**config.mk**
```make
export PLATFORM = sky130hd
export DESIGN_NAME = bcd_time_accum
export DESIGN_NICKNAME = d
export VERILOG_FILES = /design/src/rtl/bcd_time_accum.sv
export SDC_FILE = /design/constraint.sdc
export NUM_CORES = 1
export LEC_CHECK = 0
export ABC_CLOCK_PERIOD_IN_PS = 1530
export CORE_UTILIZATION = 41
export DETAILED_ROUTE_END_ITERATION = 7
export GPL_TIMING_DRIVEN = 0
export PLACE_DENSITY = 0.81
export RECOVER_POWER = 100
export SLEW_MARGIN = 20
export SYNTH_ARGS = -nofsm -noshare
export SYNTH_HDL_FRONTEND = slang
export SYNTH_SLANG_ARGS = --single-unit
```
**constraint.sdc**
```tcl
create_clock -name clk -period 1.53 [get_ports clk]
set_input_delay 0.153 -clock clk [delete_from_list [all_inputs] [get_ports clk]]
set_output_delay 0.153 -clock clk [all_outputs]
set_load 0.01 [all_outputs]
```
**src/rtl/bcd_time_accum.sv**
```systemverilog
// bcd_time_accum: accumulates elapsed time as four BCD digits (MM:SS,
// 00:00..59:59), advanced by the one-cycle carry of the upstream tick counter.
// It has start/stop/clear control, a sticky overflow flag and an optional
// lap-capture register.
//
// Parameter
//   SATURATE   0: wrap 59:59 -> 00:00 and keep running
//              1: hold at 59:59 and stop
// Configuration macro
//   BCD_TIME_LAP_EN   when defined, builds the lap-capture registers;
//                     otherwise lap_time/lap_valid are tied to zero
// Ports
//   clk, rstn                  clock, asynchronous active-low reset
//   tick                       count enable (one-cycle upstream carry)
//   start, stop, clr           control (priority clr > stop > start)
//   lap                        lap-capture request
//   sec_lo, sec_hi             seconds digits (registered BCD)
//   min_lo, min_hi             minutes digits (registered BCD)
//   running                    high while counting
//   ovf                        sticky, set on the 59:59 boundary tick
//   lap_time, lap_valid        captured {min_hi,min_lo,sec_hi,sec_lo}, valid
module bcd_time_accum #(
  parameter bit SATURATE = 1'b0
) (
  input  logic        clk,
  input  logic        rstn,
  input  logic        tick,
  input  logic        start,
  input  logic        stop,
  input  logic        clr,
  input  logic        lap,
  output logic [3:0]  sec_lo,
  output logic [3:0]  sec_hi,
  output logic [3:0]  min_lo,
  output logic [3:0]  min_hi,
  output logic        running,
  output logic        ovf,
  output logic [15:0] lap_time,
  output logic        lap_valid
);

  localparam int unsigned DIGIT_W = 4;

  localparam logic [1:0] ST_IDLE = 2'd0;
  localparam logic [1:0] ST_RUN  = 2'd1;
  localparam logic [1:0] ST_HOLD = 2'd2;

  logic [1:0]         state_q, state_d;
  logic [DIGIT_W-1:0] sec_lo_q, sec_lo_d, sec_hi_q, sec_hi_d;
  logic [DIGIT_W-1:0] min_lo_q, min_lo_d, min_hi_q, min_hi_d;
  logic               running_q, running_d;
  logic               ovf_q, ovf_d;

  // Carry chain from the current digits; at_max_c marks 59:59.
  logic               c_sl_c, c_sh_c, c_ml_c, at_max_c;
  logic [DIGIT_W-1:0] sec_lo_inc_c, sec_hi_inc_c, min_lo_inc_c, min_hi_inc_c;

  always_comb begin
    c_sl_c   = (sec_lo_q == DIGIT_W'(9));
    c_sh_c   = c_sl_c & (sec_hi_q == DIGIT_W'(5));
    c_ml_c   = c_sh_c & (min_lo_q == DIGIT_W'(9));
    at_max_c = c_ml_c & (min_hi_q == DIGIT_W'(5));

    sec_lo_inc_c = c_sl_c ? '0 : sec_lo_q + DIGIT_W'(1);
    sec_hi_inc_c = sec_hi_q;
    min_lo_inc_c = min_lo_q;
    min_hi_inc_c = min_hi_q;
    if (c_sl_c) sec_hi_inc_c = (sec_hi_q == DIGIT_W'(5)) ? '0 : sec_hi_q + DIGIT_W'(1);
    if (c_sh_c) min_lo_inc_c = (min_lo_q == DIGIT_W'(9)) ? '0 : min_lo_q + DIGIT_W'(1);
    if (c_ml_c) min_hi_inc_c = (min_hi_q == DIGIT_W'(5)) ? '0 : min_hi_q + DIGIT_W'(1);
  end

`ifdef BCD_TIME_LAP_EN
  logic [15:0] lap_time_q, lap_time_d;
  logic        lap_valid_q, lap_valid_d;
`else
  logic unused_lap_c;
  assign unused_lap_c = lap;
`endif

  // Next-state: control decode, counting and optional lap capture.
  always_comb begin
    state_d  = state_q;
    sec_lo_d = sec_lo_q;
    sec_hi_d = sec_hi_q;
    min_lo_d = min_lo_q;
    min_hi_d = min_hi_q;
    ovf_d    = ovf_q;
`ifdef BCD_TIME_LAP_EN
    lap_time_d  = lap_time_q;
    lap_valid_d = lap_valid_q;
`endif

    if (clr) begin
      state_d  = ST_IDLE;
      sec_lo_d = '0;
      sec_hi_d = '0;
      min_lo_d = '0;
      min_hi_d = '0;
      ovf_d    = 1'b0;
`ifdef BCD_TIME_LAP_EN
      lap_time_d  = '0;
      lap_valid_d = 1'b0;
`endif
    end else begin
      case (state_q)
        ST_RUN: begin
`ifdef BCD_TIME_LAP_EN
          // Capture the pre-increment value.
          if (lap) begin
            lap_time_d  = {min_hi_q, min_lo_q, sec_hi_q, sec_lo_q};
            lap_valid_d = 1'b1;
          end
`endif
          // Stop lands after this edge, so a coincident tick still counts.
          if (stop) state_d = ST_HOLD;
          if (tick) begin
            if (at_max_c) ovf_d = 1'b1;
            if (at_max_c && SATURATE) begin
              state_d = ST_HOLD;
            end else begin
              // At 59:59 the increment values are all zero (wrap).
              sec_lo_d = sec_lo_inc_c;
              sec_hi_d = sec_hi_inc_c;
              min_lo_d = min_lo_inc_c;
              min_hi_d = min_hi_inc_c;
            end
          end
        end
        ST_IDLE, ST_HOLD: begin
          if (start) state_d = ST_RUN;
        end
        default: state_d = ST_IDLE;
      endcase
    end

    running_d = (state_d == ST_RUN);
  end

  // State and output registers.
  always_ff @(posedge clk or negedge rstn) begin
    if (!rstn) begin
      state_q   <= ST_IDLE;
      sec_lo_q  <= '0;
      sec_hi_q  <= '0;
      min_lo_q  <= '0;
      min_hi_q  <= '0;
      running_q <= 1'b0;
      ovf_q     <= 1'b0;
    end else begin
      state_q   <= state_d;
      sec_lo_q  <= sec_lo_d;
      sec_hi_q  <= sec_hi_d;
      min_lo_q  <= min_lo_d;
      min_hi_q  <= min_hi_d;
      running_q <= running_d;
      ovf_q     <= ovf_d;
    end
  end

`ifdef BCD_TIME_LAP_EN
  always_ff @(posedge clk or negedge rstn) begin
    if (!rstn) begin
      lap_time_q  <= '0;
      lap_valid_q <= 1'b0;
    end else begin
      lap_time_q  <= lap_time_d;
      lap_valid_q <= lap_valid_d;
    end
  end

  assign lap_time  = lap_time_q;
  assign lap_valid = lap_valid_q;
`else
  assign lap_time  = 16'h0000;
  assign lap_valid = 1'b0;
`endif

  assign sec_lo  = sec_lo_q;
  assign sec_hi  = sec_hi_q;
  assign min_lo  = min_lo_q;
  assign min_hi  = min_hi_q;
  assign running = running_q;
  assign ovf     = ovf_q;

endmodule

```
# Word level (Yosys, flattened, before mapping)

Index checks and enable logic that the tools add are counted.

Flip-flop bits (word level): 20
Input bits: 7
Output and inout port bits: 35
Logic and storage cells: 61

Add/subtract/negate cells: 4
Eq/ne operators: 7
Muxes and demuxes: 27
Bitwise gates (word level): 3
Reductions and logical operators: 13

Operators by type and width:

| operator              | count |
|---|---|
| $mux W4               | 19 |
| $add A4 B1 Y4 const B | 4 |
| $reduce_and A3 Y1     | 4 |
| $reduce_bool A2 Y1    | 6 |
| $eq A4 B3 Y1 const B  | 2 |
| $eq A4 B4 Y1 const B  | 2 |
| $mux W2               | 3 |
| $eq A2 B1 Y1 const B  | 2 |
| $mux W1               | 4 |
| $pmux W2 S2           | 1 |
| $and A1 B1 Y1         | 3 |
| $eq A2 B2 Y1 const B  | 1 |
| $logic_not A2 Y1      | 1 |
| $reduce_and A2 Y1     | 1 |
| $reduce_or A2 Y1      | 1 |

# Logic depth before layout (Yosys ltp)

Gate-level depths: netlist of the first run.

Depth in word-level cells: 8
Mapped depth: 7

# Least setup slack after synthesis of the first run

OpenSTA, ideal clock, no wires.

Path type: flip-flop to flip-flop
Start: register sec_hi_q[1] (netlist: sec_hi[1])
End: register min_hi_q[3] (netlist: min_hi[3])
Setup time: 77 ps
Arrival: 1637 ps
Required time: 1453 ps
Setup slack: -184 ps
Cell stages (with the launch flop): 8
Buffers on the path: 1
Cells stage by stage: dfrtp_1 inv_1 ha_1 and3b_2 buf_4 o2111ai_2 or4_1 a21oi_1

Cells in the longest elaborated chain, start to end: 5

RTL lines:

| what                         | line | source |
|---|---|---|
| start, declared              | 49   | `logic [DIGIT_W-1:0] sec_lo_q, sec_lo_d, sec_hi_q, sec_hi_d;` |
| start signal, assigned       | 153  | `sec_hi_q <= sec_hi_d;` |
| $eq A4 B3 Y1                 | 60   | `c_sh_c = c_sl_c & (sec_hi_q == DIGIT_W'(5));` |
| $and A1 B1 Y1                | 60   |  |
| $and A1 B1 Y1                | 61   | `c_ml_c = c_sh_c & (min_lo_q == DIGIT_W'(9));` |
| $reduce_bool A2 Y1 (no line) | -    |  |
| $reduce_and A3 Y1 (no line)  | -    |  |
| end signal, assigned         | 155  | `min_hi_q <= min_hi_d;` |
| end, declared                | 50   | `logic [DIGIT_W-1:0] min_lo_q, min_lo_d, min_hi_q, min_hi_d;` |

Every way passes these cells.
A chain may end at the register's enable or synchronous reset.

# Worst setup path after layout of the first run

Start: register sec_lo_q[1] (netlist: sec_lo[1])
End: register min_hi_q[1] (netlist: min_hi[1])

Cells in the longest elaborated chain, start to end: 5

RTL lines:

| what                         | line | source |
|---|---|---|
| start, declared              | 49   |  |
| start signal, assigned       | 152  | `sec_lo_q <= sec_lo_d;` |
| $eq A4 B4 Y1                 | 59   | `c_sl_c = (sec_lo_q == DIGIT_W'(9));` |
| $and A1 B1 Y1                | 60   |  |
| $and A1 B1 Y1                | 61   |  |
| $reduce_bool A2 Y1 (no line) | -    |  |
| $reduce_and A3 Y1 (no line)  | -    |  |

Every way passes these cells.

==> flow_summary.toml, run 1 <==
[logic_synthesis]
synth_top_cell_by_area = "dfrtp_1"
synth_top_family_by_area = "simple AND/OR/NAND/NOR gates"
synth-compound-area-share_pct = 15.0
yosysUniqueCellTypes = 37
netlist_top_cells_area = "dfrtp_1, buf_4, ha_1"
ys_seq_area_share_pct = 39.8
synthXorXnorAreaFrac_pct = 1.39
synth_cells = 129
synth.most_common_cell = "dfrtp_1"
synth_warnings = 0
postSynthAreaPerCell_sq_um = 9.76
ys_top_cells_by_count = "dfrtp_1, buf_4, o21ai_0, nand2_1, ha_1"
synth_fa_ha_area_share_pct = 7.95
synth_edf_count = 0
yosys.area_share.simple_pct = 19.1
synth-seq-cells = 20
synthFlopType = "dfrtp_1"
synthMuxAreaShare_pct = 0.795
syn-cell-area_sq_um = 1260
synthArstFlopShare_pct = 100
synth_top_cell_area_share_pct = 39.8

[sta]
fin_ws_ps = -155
rsz0062_at_grt = "yes"
finalSetupViolations = 9
slew_headroom_pct = 41.3
worst_clock_skew_ps = 1.56
finalHoldViolations = 0
tightestPinTransition_ps = 877
fin_setup_tns_ps = -665
post-route-min-period_ps = 1690
slew_violations = 0
fmax_mhz = 593
finalCritPeriodShare_pct = 110

[drt]
viasPerCell = 5.18
drc_errors = 3
drt_pre_antenna_iters = 6
vias = 1119
ant_nets = 0
wirelength_um = 3040
wl_per_cell_um = 14.1
drtIter0Drc = 54

[power_and_ir_drop]
vdd_drop_max_uv = 312
p_leak_uw = 0.000842
power.density_nw_per_um2 = 660

[floorplan]
dieArea_sq_um = 3300
start_util_pct = 44.5
die_w_um = 57.4
die_y_um = 57.4
fp.coreArea_sq_um = 2830
pin_count = 42
rows = 19

[cells_and_area]
drive_gt1_share_pct = 34.1
n_antenna_cell = 0
area_delta_synth_final_pct = 45.0
fin_nets = 201

[critical_path]
r2r_end = "min_hi[1]$_DFFE_PN0P_"
worstPathCellList = "inv_1 > ha_1 > and3b_1 > buf_8 > o2111ai_4 > or3_1 > a21oi_2"
crit_slowest_cell = "or3_1"
reg2reg_slack_ps = -160
cp_top_family = "simple AND/OR/NAND/NOR gates"
cpPeakStageDelay_ps = 410
path_max_fanout = 7
cp.required_ps = 1780
r2r-start = "sec_lo[1]$_DFFE_PN0P_"
r2r_cells = 7
cp-start-kind = "flop"
end_kind = "flop"
crit_type = "reg2reg"
arrival_ps = 1940
crit_buf_inv = 2

[clock_network]
cts-root-buf = "clkbuf_4"
clk_pin_slew_ps = 110
numCtsBuffers = 3
clk_path_buf_depth = 2
cts_tree = "built"
h-tree-depth = 1
holdBufCountCts = 0
clock_latency_ps = 310
cts_sinks = 20

[run]
maxCapViolations = 0

[global_routing]
grt_pass1_vias = 1058
antenna_found_initial = 0
grt_pass1_wl_um = 4590
grt_overflow = 0
grt_usage_pct = 18.2
grt_max_degree = 21

[min_path]
hold_class = "in2async"

[status]
violations = "DRC, setup timing"
run_status = "complete, but fails checks"

[placed_design]
pre_cts_slack_ps = -295
gp_congestion = 0.747
dp_hpwl_um = 1940
port_buffers = 23
==> power by group <==
| group | switching (uW) | internal [uW] |
|---|---|---|
| Clock | 175 | 146 |
| Combinational | 148 | 156 |
| Sequential | 22.5 | 558 |
| Total | 345 | 860 |
==> layout by cell type, fill, tap and decap left out, types with 3 or more instances in the layout <==
cell type | netlist | final
a21oi_2 | 1 | 4
conb_1 | 1 | 17
nor2_1 | 7 | 6
buf_4 | 18 | 30
nand3_1 | 4 | 4
clkbuf_4 | 1 | 3
dfrtp_1 | 20 | 19
and3b_1 | 3 | 3
ha_1 | 8 | 7
nand2_1 | 10 | 10
clkdlybuf4s25_1 | 0 | 3
o21ai_0 | 15 | 8
inv_1 | 5 | 4
clkdlybuf4s50_1 | 0 | 19
o21ai_1 | 0 | 5
==> how the worst max path moves through the flow <==
stage                     startpoint               endpoint  slack (ps)  depth (start not counted)
2_1_floorplan  sec_hi[1]$_DFFE_PN0P_  min_hi[3]$_DFFE_PN0P_         -90                          7
3_3_place_gp                     clr  min_lo[2]$_DFFE_PN0P_        -170                          6
3_5_place_dp                     clr  min_lo[2]$_DFFE_PN0P_        -290                          6
4_1_cts        sec_hi[1]$_DFFE_PN0P_  min_hi[3]$_DFFE_PN0P_        -130                          7
5_1_grt        sec_lo[1]$_DFFE_PN0P_  min_hi[1]$_DFFE_PN0P_        -230                          7
6_report       sec_lo[1]$_DFFE_PN0P_  min_hi[1]$_DFFE_PN0P_        -160                          7
==> state kept, by name (all words and copies together) (netlist names) <==
signal,flops
running,1
sec_lo,4
min_lo,4
sec_hi,4
state_q,2
min_hi,4
ovf,1
==> cells by family (layout without fill, tap and decap cells) <==
family,after synthesis,after routing
fa+ha+maj,8,8
xor+xnor,2,2
simple gates,41,41
flops,20,20
mux,1,1
compound gates,29,29
other cells,1,17
buf+inv,27,67
==> worst reg2reg max path, delay by kind of cell, from the launching register on <==
family / cells / cell delay (ps)
flops: 1 / 400
compound gates: 2 / 290
buf+inv: 2 / 200
simple gates: 2 / 620
fa+ha+maj: 1 / 120
==> routing by layer <==
| metal | GRT usage [%] | vias to the layer above | wire length [um] |
|---|---|---|---|
| li1 | - | 529 | - |
| met1 | 21.0 | 534 | 1250 |
| met2 | 31.6 | 41 | 1480 |
| met3 | 2.72 | 15 | 164 |
| met4 | 11.1 | 0 | 150 |
| met5 | 0 | - | 0 |
==> through the flow <==
step | utilization (%) | hold slack (ps) | cells | power, uW | instance area, sq um
after floorplan | - | -143 | 145 | 743 | 1340
after global routing | 64.5 | 455 | 216 | 1260 | 1830
after CTS | 60.9 | 363 | 213 | 1190 | 1720
after global placement | 56.9 | 473 | 199 | 837 | 1610
after detailed placement | 56.9 | 485 | 199 | 845 | 1610
final | 64.5 | 385 | 216 | 1200 | 1830
==> repair_timing <==
item                       CTS  global route
setup buffers               10             3
setup endpoints to repair   11            18
pin swaps                    4             9
gates resized for setup      1            27
==> area by class of cell <==
cell class / instances / area, sq um
buffer: 22 / 194
clock buffer: 4 / 36.3
multi-input combinational: 98 / 708
tap: 31 / 38.8
fill: 209 / 1000
sequential: 20 / 502
timing repair buffer: 36 / 328
inverter: 5 / 18.8
Power figures use the tool's default switching activity.
==> inputs of run 2 (changes only) <==
--- a/config.mk
+++ b/config.mk
@@ -5,11 +5,12 @@
 export SDC_FILE = /design/constraint.sdc
 export NUM_CORES = 1
 export LEC_CHECK = 0
-export ABC_CLOCK_PERIOD_IN_PS = 1530
-export CORE_UTILIZATION = 41
+export ABC_CLOCK_PERIOD_IN_PS = 1460
+export CORE_MARGIN = 10
+export CORE_UTILIZATION = 28
 export DETAILED_ROUTE_END_ITERATION = 7
 export GPL_TIMING_DRIVEN = 0
-export PLACE_DENSITY = 0.81
+export PLACE_DENSITY = 0.6
 export RECOVER_POWER = 100
 export SLEW_MARGIN = 20
 export SYNTH_ARGS = -nofsm -noshare
==> constraint.sdc (replaced) <==
create_clock -name clk -period 1.46 [get_ports clk]
set_input_delay 0.146 -clock clk [delete_from_list [all_inputs] [get_ports clk]]
set_output_delay 0.146 -clock clk [all_outputs]
set_load 0.01 [all_outputs]
==> flow_summary.toml, run 2 (synthesized netlist as in run 1, its figures left out) <==
[critical_path]
cp-start-kind = "flop"
crit_type = "reg2reg"
crit_slowest_cell = "or3b_1"
arrival_ps = 1830
worstPathCellList = "inv_1 > ha_1 > and3b_1 > buf_8 > o2111ai_4 > or3b_1 > a21oi_2"
cp.required_ps = 1650
worstSetupStartpoint = "sec_lo[1]$_DFFE_PN0P_"
path_max_fanout = 7
end_kind = "flop"
cpPeakStageDelay_ps = 400
r2r-start = "sec_lo[1]$_DFFE_PN0P_"

[cells_and_area]
multi_input_area_sq_um = 686
fin_nets = 199
area_delta_synth_final_pct = 45.1
final_cell_mix = "buf_4, conb_1, dfrtp_1"
layout.cells.most_common = "buf_4"
drive_gt1_share_pct = 30.1
n_antenna_cell = 0
final_cells = 235
fillCellCount = 428
final_util_pct = 42.0
seqCellArea_sq_um = 504

[clock_network]
clk_pin_slew_ps = 80
numCtsBuffers = 3
cts-root-buf = "clkbuf_8"
h-tree-depth = 1
clock_latency_ps = 260
cts_tree = "built"
clk_path_buf_depth = 2
cts_sinks = 20

[sta]
worst_clock_skew_ps = 13.2
tightestPinTransition_ps = 928
finalCritPeriodShare_pct = 112
slew_headroom_pct = 37.9
finalSetupViolations = 8
fmax_mhz = 610
post-route-min-period_ps = 1640
fin_ws_ps = -181
fin_setup_tns_ps = -926
finalHoldViolations = 0
slew_violations = 0
rsz0062_at_grt = "yes"

[run]
maxCapViolations = 0

[drt]
drtIter0Drc = 34
ant_nets = 0
wirelength_um = 2950
drc_errors = 0
drt_pre_antenna_iters = 4
wl_per_cell_um = 12.6
viasPerCell = 4.46
vias = 1047

[global_routing]
grt_pass1_wl_um = 4820
antenna_found_initial = 0
grt_pass1_vias = 1008
grt_usage_pct = 7.79
grt_overflow = 0
grt_max_degree = 21

[power_and_ir_drop]
p_leak_uw = 0.000849
total_power_uw = 1290
power.density_nw_per_um2 = 707
vdd_drop_max_uv = 334

[floorplan]
die_w_um = 87.0
rows = 24
start_util_pct = 28.9
dieArea_sq_um = 7580
die_y_um = 87.0
fp.coreArea_sq_um = 4350
pin_count = 42

[placed_design]
dpl.cell_count = 220
dp_hpwl_um = 2070
port_buffers = 23
gp_congestion = 0.721

[status]
violations = "setup timing"
run_status = "complete, but fails checks"

[min_path]
hold_class = "in2async"
-- run 2: cell count changes in the layout (fill, tap and decap cells not counted), sizes merged --
cell	before	now
buf	34	32
clkdlybuf4s25	3	5
clkdlybuf4s50	19	13
dlygate4sd3	1	3
dlymetal6s2s	0	1
dlymetal6s4s	0	1
-- run 2: path summary, 6_finish.rpt --
kind                                              end  slack (ps)  depth (start not counted)
worst max-delay path            min_hi[2]$_DFFE_PN0P_        -180                          7
worst min-delay path            sec_lo[3]$_DFFE_PN0P_         460                          1
worst max register to register  min_hi[2]$_DFFE_PN0P_        -180                          7
worst min register to register        ovf$_DFFE_PN0P_         500                          1
max in group asynchronous       min_lo[0]$_DFFE_PN0P_         350                          1
min in group clk                      ovf$_DFFE_PN0P_         500                          1
-- run 2: per-stage QoR --
step | worst slack, ps | area [sq um] | hold slack (ps)
final | -181 | 1830 | 465
after detailed placement | -251 | 1640 | 489
after global routing | -271 | 1830 | 520
after CTS | -167 | 1750 | 432
after floorplan | -164 | 1340 | -150
after global placement | -256 | 1640 | 481
-- run 2: layer usage --
| layer | up-vias | track usage (%) | share of wire (%) |
|---|---|---|---|
| met4 | 0 | 1.77 | 0.47 |
| li1 | 521 | - | - |
| met2 | 30 | 12.1 | 47 |
| met5 | - | 0 | 0 |
| met1 | 494 | 8.89 | 43 |
| met3 | 2 | 4.68 | 8.9 |
-- run 2: area by class of cell --
type                            count  area share [%]
Inverter                            5            1.03
Buffer                             22            10.2
Timing Repair Buffer               34            17.6
Tap cell                           52            3.56
Multi-Input combinational cell     98            37.5
Clock buffer                        4            2.47
Sequential cell                    20            27.6
-- run 2: report_power, final --
group / internal [uW] / switching (uW)
Combinational: 161 / 152
Sequential: 585 / 22.9
Clock: 194 / 176
-- run 2: critical path, delay by kind of cell, from the launching register on --
kind            cells  cell delay [ps]
simple gates        2              590
flops               1              380
compound gates      2              280
buf+inv             2              200
fa+ha+maj           1              120
-- run 2: timing repair --
item                       CTS  global route
pin swaps                    4             3
resized for setup            2            29
buffers inserted             7             4
setup endpoints to repair   14            25
hold buffers                 0             0
cloned                       0             0
==> inputs of run 3 (changes only) <==
--- a/config.mk
+++ b/config.mk
@@ -9,6 +9,7 @@
 export CORE_MARGIN = 10
 export CORE_UTILIZATION = 28
 export DETAILED_ROUTE_END_ITERATION = 7
+export GPL_ROUTABILITY_DRIVEN = 1
 export GPL_TIMING_DRIVEN = 0
 export PLACE_DENSITY = 0.6
 export RECOVER_POWER = 100
==> results of run 3 <==
Same layout as run 2: the final DEF is identical, and so are final timing and power.
